**config.mk**
```make
export PLATFORM = sky130hd
export DESIGN_NAME = mux4_rr_scan_ctrl
export DESIGN_NICKNAME = d
export VERILOG_FILES = /design/src/rtl/mux4_rr_scan_ctrl.sv
export SDC_FILE = /design/constraint.sdc
export NUM_CORES = 1
export LEC_CHECK = 0
export ABC_AREA = 1
export BUFFER_PORTS_ARGS = -buffer_cell sky130_fd_sc_hd__buf_4
export CORE_MARGIN = 1
export CORE_UTILIZATION = 50
export DETAILED_ROUTE_END_ITERATION = 7
export PLACE_DENSITY = 0.73
export SYNTH_ARGS = -nofsm -noshare
export SYNTH_HDL_FRONTEND = slang
export SYNTH_SLANG_ARGS = --single-unit
```
**constraint.sdc**
```tcl
create_clock -name clk -period 2.22 [get_ports clk]
set_clock_uncertainty 0.2 [all_clocks]
set_input_delay 0.444 -clock clk [delete_from_list [all_inputs] [get_ports clk]]
set_output_delay 0.444 -clock clk [all_outputs]
set_load 0.01 [all_outputs]
```
**src/rtl/mux4_rr_scan_ctrl.sv**
```systemverilog
// mux4_rr_scan_ctrl: round-robin select controller sitting upstream of a 4:1 mux.
// Grants one of four requests, holds s1/s0 for DWELL cycles, captures y and
// presents it downstream with out_valid/out_ready, tagged with the channel.
// Ports: clk, rst (sync, active-high), req[3:0], y, out_ready -> s1, s0,
//        out_valid, out_data, out_ch[1:0], busy.
// Optional macro MUX4_RR_LOCK_EN adds input 'lock': a handshake with lock=1
// leaves the pointer on the current channel instead of advancing past it.
module mux4_rr_scan_ctrl #(
  parameter int DWELL = 1
) (
  input  logic       clk,
  input  logic       rst,
  input  logic [3:0] req,
  input  logic       y,
  input  logic       out_ready,
`ifdef MUX4_RR_LOCK_EN
  input  logic       lock,
`endif
  output logic       s1,
  output logic       s0,
  output logic       out_valid,
  output logic       out_data,
  output logic [1:0] out_ch,
  output logic       busy
);

  if (DWELL < 1 || DWELL > 15) begin : g_bad_dwell
    $error("mux4_rr_scan_ctrl: DWELL=%0d outside legal range 1..15", DWELL);
  end

  localparam logic [3:0] CNT_INIT = 4'(DWELL - 1);

  typedef enum logic [1:0] {
    IDLE   = 2'd0,
    SELECT = 2'd1,
    VALID  = 2'd2
  } state_t;

  state_t     state;
  state_t     state_nxt;
  logic [1:0] ptr;
  logic [3:0] cnt;
  logic [1:0] ch;
  logic [1:0] grant;
  logic       handshake;
  logic       hold_ptr;

  // Select lines are the registered grant itself, so they only move on a grant.
  assign s1 = ch[1];
  assign s0 = ch[0];

`ifdef MUX4_RR_LOCK_EN
  assign hold_ptr = lock;
`else
  assign hold_ptr = 1'b0;
`endif

  // Search order ptr, ptr+1, ptr+2, ptr+3 (mod 4). Walking the offsets from
  // the far end back to zero lets the nearest set request overwrite the rest.
  always_comb begin
    grant = ptr;
    for (int i = 3; i >= 0; i--) begin
      if (req[ptr + 2'(i)]) grant = ptr + 2'(i);
    end
  end

  // State register
  always_ff @(posedge clk) begin
    if (rst) state <= IDLE;
    else     state <= state_nxt;
  end

  // Next-state logic
  always_comb begin
    state_nxt = state;
    case (state)
      IDLE:    if (|req)          state_nxt = SELECT;
      SELECT:  if (cnt == 4'd0)   state_nxt = VALID;
      VALID:   if (out_ready)     state_nxt = IDLE;
      default:                    state_nxt = IDLE;
    endcase
  end

  // Output logic
  always_comb begin
    busy      = (state != IDLE);
    handshake = (state == VALID) && out_ready;
  end

  // Datapath registers: pointer, dwell counter, grant and output sample.
  always_ff @(posedge clk) begin
    if (rst) begin
      ptr       <= 2'd0;
      cnt       <= 4'd0;
      ch        <= 2'd0;
      out_valid <= 1'b0;
      out_data  <= 1'b0;
      out_ch    <= 2'd0;
    end else begin
      case (state)
        IDLE: begin
          if (|req) begin
            ch  <= grant;
            cnt <= CNT_INIT;
          end
        end
        SELECT: begin
          // req is deliberately ignored here: a granted transaction always completes.
          if (cnt != 4'd0) begin
            cnt <= cnt - 4'd1;
          end else begin
            out_data  <= y;
            out_ch    <= ch;
            out_valid <= 1'b1;
          end
        end
        VALID: begin
          if (handshake) begin
            out_valid <= 1'b0;
            ptr       <= hold_ptr ? ch : ch + 2'd1;
          end
        end
        default: ;
      endcase
    end
  end

endmodule
```
=== Word level (Yosys, flattened, before mapping) ===
Index checks and enable logic that the tools add are counted.

* Register bits: 14
* Latch bits: 0
* RAM bits: 0
* ROM bits: 0
* Input bits: 8
* Output and inout bits: 7
* Word-level logic and storage cells: 61
* Memories kept: 0

* $add $sub $neg: 5
* $mul: 0
* Div/mod/pow operators: 0
* Magnitude comparators: 4
* Eq/ne operators: 8
* Shifts and indexed selects: 0
* Muxes and demuxes: 22
* Bitwise logic cells: 1
* Reduce and logical (&&, ||, !) cells: 14

{| class="wikitable"
|+ Operator list
! operator !! count
|-
| 2-bit 2-to-1 mux || 7
|-
| 2-bit by 3-bit < comparator with 1-bit output (second input constant) || 4
|-
| 2-bit != test (second input constant) || 6
|-
| 3-bit AND reduction || 3
|-
| 1-bit binary-select mux with 2-bit select || 4
|-
| 4-bit 2-to-1 mux || 2
|-
| 4-bit one-hot mux with 2 select lines || 1
|-
| 1-bit 2-to-1 mux || 6
|-
| 2-bit one-hot mux with 3 select lines || 1
|-
| 2-bit AND reduction || 3
|-
| 2-bit nonzero test || 3
|-
| 2-bit by 1-bit adder with 2-bit output (second input constant) || 2
|-
| 2-bit adder (second input constant) || 2
|-
| 4-bit logical NOT || 1
|-
| 4-bit nonzero test || 1
|-
| 4-bit OR reduction || 1
|-
| 4-bit by 1-bit subtractor with 4-bit output (second input constant) || 1
|-
| 2-bit by 1-bit equality test with 1-bit output (second input constant) || 1
|-
| 2-bit equality test (second input constant) || 1
|-
| 2-bit logical NOT || 1
|-
| 1-bit one-hot mux with 2 select lines || 1
|-
| 1-bit logical AND || 1
|-
| 1-bit NOT || 1
|}

=== Longest topological paths before layout ===
Gate-level depths: netlist of run 1.

* Depth in word-level cells: 7
* Mapped depth: 12
* Depth with buffers taken out: 11

=== Worst setup path before layout of run 1 ===
No wires, ideal clock.

* Path kind: reg-to-reg
* From: register cnt[0]
* To: register cnt[3]
* Library setup time: 0.119 ns
* Arrival time: 1.099 ns
* Data required time: 1.901 ns
* Setup slack: 0.801 ns
* Cell stages (with the launch flop): 9
* Buffers on the path: 0
* Period minus slack after synthesis: 1.419 ns
* Cells stage by stage: dfxtp_1 > inv_1 > ha_1 > nand3_1 > nand2_1 > nand2_1 > nand2_1 > o21ai_0 > a21oi_1

* Cells in the longest elaborated chain, start to end: 3
* Elaborated cells on any way between the ends: 6
* Those cells by class: add/sub (1); eq/ne (1); mux (2); reduce/logical (2)

{| class="wikitable"
|+ Ends and longest elaborated chain
! element !! RTL line !! RTL
|-
| from (decl) || 42 || <nowiki>logic [3:0] cnt;</nowiki>
|-
| from (signal assigned) || 110 || <nowiki>cnt <= cnt - 4'd1;</nowiki>
|-
| 4-bit by 1-bit subtractor with 4-bit output / 4-bit nonzero test (equally long branches) || 110, 109 ||
|-
| 4-bit 2-to-1 mux / 2-bit != test (equally long branches) || n/a ||
|-
| 4-bit one-hot mux with 2 select lines / 3-bit AND reduction (equally long branches) || n/a ||
|}

Several ways; a longest one is shown, not always the timed one. The select of a mux whose other input is x is not followed.
A chain may end at the register's enable or synchronous reset.

=== Final worst setup path of run 1 ===
* From: register state[1]
* To: output busy

* Cells in the longest elaborated chain, start to end: 1

{| class="wikitable"
|+ Ends and longest elaborated chain
! element !! RTL line !! RTL
|-
| from (decl) || 39 || <nowiki>state_t state;</nowiki>
|-
| from (signal assigned) || 70 || <nowiki>else state <= state_nxt;</nowiki>
|-
| 2-bit nonzero test || 86 || <nowiki>busy = (state != IDLE);</nowiki>
|-
| to (decl) || 24 || <nowiki>output logic busy</nowiki>
|}

No other way between the ends.

==> results of run 1 <==
registers in the layout, summed over array words and instances (netlist names):
register and count:
ch 2, cnt 4, out_ch 2, out_data 1, out_valid 1, ptr 2, state 2
worst max-delay path by stage:
stage,cells after the start,endpoint,from
after detailed placement,11,ch[0],req[1]
after floorplan,8,cnt[3],cnt[0]
after CTS,3,busy,state[1]
after global placement,11,ch[0],req[1]
after global routing,9,ch[0],ptr[0]
final,3,busy,state[1]
metal layers:
metal / vias up / track usage, % / wire [um] / share of wire, %
met5: - / 0 / 0 / 0
met2: 11 / 37.8 / 823 / 50
met3: 2 / 3.91 / 52 / 3.1
li1: 425 / - / - / -
met4: 0 / 5.81 / 14 / 0.84
met1: 349 / 29.7 / 768 / 46
logic make-up after synthesis:
family                   synth area share (%)
AND/OR/NAND/NOR                          35.2
buffers and inverters                    13.2
AO/OA/AOI/OAI                            12.2
flip-flops                               35.2
adder cells (fa/ha/maj)                  3.14
XOR/XNOR                                 1.10
worst max-delay path, delay by kind of cell, from the launching register on:
family / cells / cell delay [ps]
buffers and inverters: 2 / 200
flip-flops: 1 / 350
AND/OR/NAND/NOR: 1 / 170
layout by cell type, fill, tap and decap left out:
master,Yosys,layout
nand2_1,39,39
xnor2_1,1,1
inv_8,1,1
ha_1,2,2
nand4_1,1,1
o21ai_1,2,2
o21bai_1,1,1
nand2_2,1,1
a21oi_1,8,8
buf_4,0,14
inv_2,1,1
nand3_1,10,10
clkbuf_4,0,3
nand3b_1,1,1
nor3_1,1,1
o21ai_0,8,8
clkbuf_8,0,1
nor2_2,1,1
inv_1,20,20
nor2_1,12,12
nor3b_1,1,1
dfxtp_1,14,14
layout make-up:
| class | count | area, um2 |
|---|---|---|
| fillers | 163 | 546 |
| multi-input cells | 89 | 412 |
| flip-flops and latches | 14 | 280 |
| repair buffers | 14 | 105 |
| inverters | 22 | 90.1 |
| clock buffers | 4 | 36.3 |
| well taps | 16 | 20.0 |
power groups by stage:
stage / Sequential (uW) / Clock (uW) / Combinational, uW
global route: 417 / 201 / 605
floorplan: 410 / 0 / 352
detailed placement: 411 / 0 / 517
finish: 404 / 181 / 515
CTS: 405 / 186 / 519
global placement: 406 / 0 / 506
stage by stage:
| step | setup slack [ps] | cell area, um2 | hold WS (ps) | utilization, % |
|---|---|---|---|---|
| CTS | 584 | 943 | 191 | 63.4 |
| floorplan | 801 | 797 | 244 | - |
| detailed placement | 602 | 907 | 270 | 60.9 |
| global route | 382 | 943 | 191 | 63.4 |
| finish | 598 | 943 | 191 | 63.4 |
| global placement | 644 | 907 | 259 | 60.9 |
==> results.yml, run 1 <==
outcome:
  status: "complete, no violations"
synth:
  synth-edff-count: 0
  yosysMostFrequentCell: "nand2_1"
  netlist_area_um2: 797
  synth.distinct_cells: 21
  syn-instance-count: 127
  ys_top_cells_by_count: "nand2_1, inv_1, dfxtp_1, nor2_1, nand3_1"
  ys_async_sr_fraction_pct: 0
  synth_area_leader_cell: "dfxtp_1"
  syn_nets: 137
  synth_top_flop_cell: "dfxtp_1"
  syn_area_per_cell_um2: 6.28
  netlist_top_cells_area: "dfxtp_1, nand2_1, inv_1"
  yosysSeqAreaShare_pct: 35.2
  ys_warn_count: 0
  ys_ff_latch: 14
  yosys.area.top_type_share_pct: 35.2
final_layout:
  antennaDiodeCount: 0
  final_nets: 154
  drive_gt1_share_pct: 15.4
  fin_cells: 159
  synthToLayoutAreaGrowth_pct: 18.4
power_and_ir_drop:
  swShare_pct: 41.1
  leakagePower_uw: 0.000499
  clkPwrFrac_pct: 16.5
  power_density_nw_per_um2: 1170
  ir_drop_mv: 0.629
  p_seq_share_pct: 36.7
  p_comb_share_pct: 46.8
  power.total_uw: 1100
  p_int_uw: 649
  p_switching_uw: 452
timing:
  hold_viol_final: 0
  period_minus_slack_ps: 1620
  min_period_over_period_pct: 73.1
  drv_slew: 0
  rsz0062_at_grt: "false"
  setup_tns_ps: 0
  fmax_mhz: 616
  slew_headroom_pct: 69.1
  setup_viol: 0
  worst_slew_pin_slew_ps: 464
detailed_routing:
  route.final.wire_length_um: 1660
  drc: 0
  drtAntennaViolNets: 0
  wl_per_cell_um: 10.4
  first_pass_iters: 3
  drt-vias-per-instance: 4.95
  num_vias: 787
  drtIter0Drc: 12
hold_path:
  hold_depth: 2
  hold_start: "rst"
  hold_path.class: "input port to register"
  hold_end: "cnt[0]"
global_routing:
  antenna_found_initial: 0
  grt_pass1_vias: 751
  grt_max_degree: 11
  gr-usage-all-layers_pct: 22.5
  grt_overflow_total: 0
  grt_pass1_wl_um: 3110
worst_setup_path:
  setup.worst_path.start_class: "register"
  cpPeakStageDelay_ps: 350
  r2r_setup_slack_ps: 600
  path_cells: "nor2_1, inv_1, buf_4"
  crit_arrival_ps: 980
  r2r-end: "ch[0]"
  reg2regPathDepth: 9
  path_class: "register to output pin"
  worst-path-max-fanout: 4
  slowest_stage: "dfxtp_1"
  required_ps: 1580
  endpoint_kind: "output pin"
  r2r-start: "ptr[0]"
cts:
  htreeDepth: 1
  numCtsBuffers: 3
  cts_sinks: 14
  cts_tree: "yes"
  cts_resized: 0
  clockBufferDepth: 2
  clk_latency_ps: 270
  path_clk_slew_ps: 90
  cts_hold_buf: 0
  cts_root_buf: "clkbuf_4"
  cts_setup_buffers: 0
floorplanning:
  dieArea_um2: 1760
  initial_core_util_pct: 53.5
  coreArea_um2: 1490
  die_x_um: 41.9
  row_count: 14
  ios: 15
  die_y_um: 41.9
place:
  place.gp.congestion: 0.912
  io_buffers: 14
  dp_hpwl_um: 1350
  numPlacedInstances: 155
job:
  maxCapViolCount: 0
Power figures use the tool's default switching activity.
==> inputs of run 2 (changes only) <==
clock period = 1.5 ns   (was 2.22 ns; I/O delays follow)
==> run 2 against run 1 <==
Non-clock buffer count rose by 5. Total power rose by 78%. Clock power rose by 49%. Cell count rose by 3.1%. Worst hold slack got worse by 150 ps. Design area rose by 19%. Wire length rose by 9.3%. Sequential power rose by 50%. Highest routed layer unchanged.
==> results.yml, run 2 (synthesis gave the netlist of run 1 again) <==
floorplanning:
  ios: 15
  die_x_um: 41.9
  coreArea_um2: 1490
  dieArea_um2: 1760
  row_count: 14
  initial_core_util_pct: 53.5
  die_y_um: 41.9
power_and_ir_drop:
  clkPwrFrac_pct: 13.8
  ir_drop_mv: 1.20
  p_seq_share_pct: 30.9
  swShare_pct: 42.7
  leakagePower_uw: 0.000549
  power_density_nw_per_um2: 1750
  power.total_uw: 1960
  p_switching_uw: 837
  p_int_uw: 1120
  p_comb_share_pct: 55.3
final_layout:
  fin_cells: 164
  stdcell_area_um2: 1120
  antennaDiodeCount: 0
  final_common_cell: "nand2_1"
  largest_reg_flops: 4
  final_nets: 159
  drive_gt1_share_pct: 42.6
  final_util_pct: 75.1
  synthToLayoutAreaGrowth_pct: 40.3
  final_cell_mix: "nand2_1, inv_1, nand2_2, buf_4"
  regMostFlops: "cnt"
detailed_routing:
  route.final.wire_length_um: 1810
  drt-vias-per-instance: 4.97
  drtIter0Drc: 25
  wl_per_cell_um: 11.1
  drtAntennaViolNets: 0
  num_vias: 815
  drc: 0
  first_pass_iters: 4
cts:
  cts_tree: "yes"
  htreeDepth: 1
  cts_root_buf: "clkbuf_4"
  clockBufferDepth: 2
  clk_latency_ps: 280
  path_clk_slew_ps: 90
  numCtsBuffers: 3
  cts_sinks: 14
timing:
  fmax_mhz: 689
  setup_viol: 0
  rsz0062_at_grt: "true"
  drv_slew: 0
  hold_viol_final: 0
  slew_headroom_pct: 86.6
  min_period_over_period_pct: 96.8
  holdWs_ps: 38.2
  period_minus_slack_ps: 1450
  worst_slew_pin_slew_ps: 199
worst_setup_path:
  required_ps: 1000
  worst-path-max-fanout: 4
  crit_arrival_ps: 950
  slowest_stage: "dfxtp_2"
  setup.worst_path.start_class: "register"
  cpPeakStageDelay_ps: 360
  path_cells: "nor2_2, inv_1, buf_4"
  critPathBufInv: 2
  path_delay_family: "flip-flops"
  path_class: "register to output pin"
  endpoint_kind: "output pin"
place:
  io_buffers: 14
  dp_hpwl_um: 1200
  place.gp.congestion: 0.814
  placed_area_um2: 930
  numPlacedInstances: 158
hold_path:
  hold_path.class: "input port to register"
global_routing:
  grt_pass1_vias: 746
  grt_overflow_total: 0
  antenna_found_initial: 0
  gr-usage-all-layers_pct: 21.1
  grt_pass1_wl_um: 2870
  grt_max_degree: 10
job:
  maxCapViolCount: 0
outcome:
  status: "complete, no violations"
## run 2: timing repair
item                       4_1_cts  5_1_grt
hold buffers                     0        0
resized for setup                3       45
buffers inserted                 0        2
setup endpoints to repair        3       12
pin swaps                        1       17
## run 2: through the flow
step | TNS [ps] | setup slack [ps]
after floorplan | 0 | 81.2
after global placement | 0 | 27.4
after global routing | -63.7 | -39.6
final | 0 | 48.7
after CTS | 0 | 16.2
after detailed placement | -66.4 | -44.4
## run 2: routing by layer
layer | up-vias | share of wire [%] | global-route usage, %
li1 | 438 | - | -
met3 | 2 | 2.5 | 4.35
met1 | 360 | 44 | 23.7
met4 | 0 | 0.77 | 9.68
met5 | - | 0 | 0
met2 | 15 | 53 | 37.5
## run 2: cell type report
type                       count  area, um2
fill                         128        370
clock buffer                   4       36.3
sequential                    14        289
multi-input combinational     89        531
tap                           16       20.0
inverter                      22       92.6
timing repair buffer          19        150
## run 2: path summary, 6_finish.rpt
path | from | endpoint | slack [ps] | depth (start not counted)
setup / recovery | state[1] | busy | 50 | 3
hold / removal | rst | ptr[1] | 40 | 2
setup reg to reg | cnt[0] | cnt[2] | 80 | 8
hold reg to reg | out_valid | out_valid | 280 | 2
## run 2: power groups by stage
stage               combinational [uW]  clock, uW  sequential [uW]
floorplan                          521          0              607
global placement                   785          0              586
detailed placement                 800          0              588
CTS                                822        278              584
global route                      1220        289              625
finish                            1080        270              605
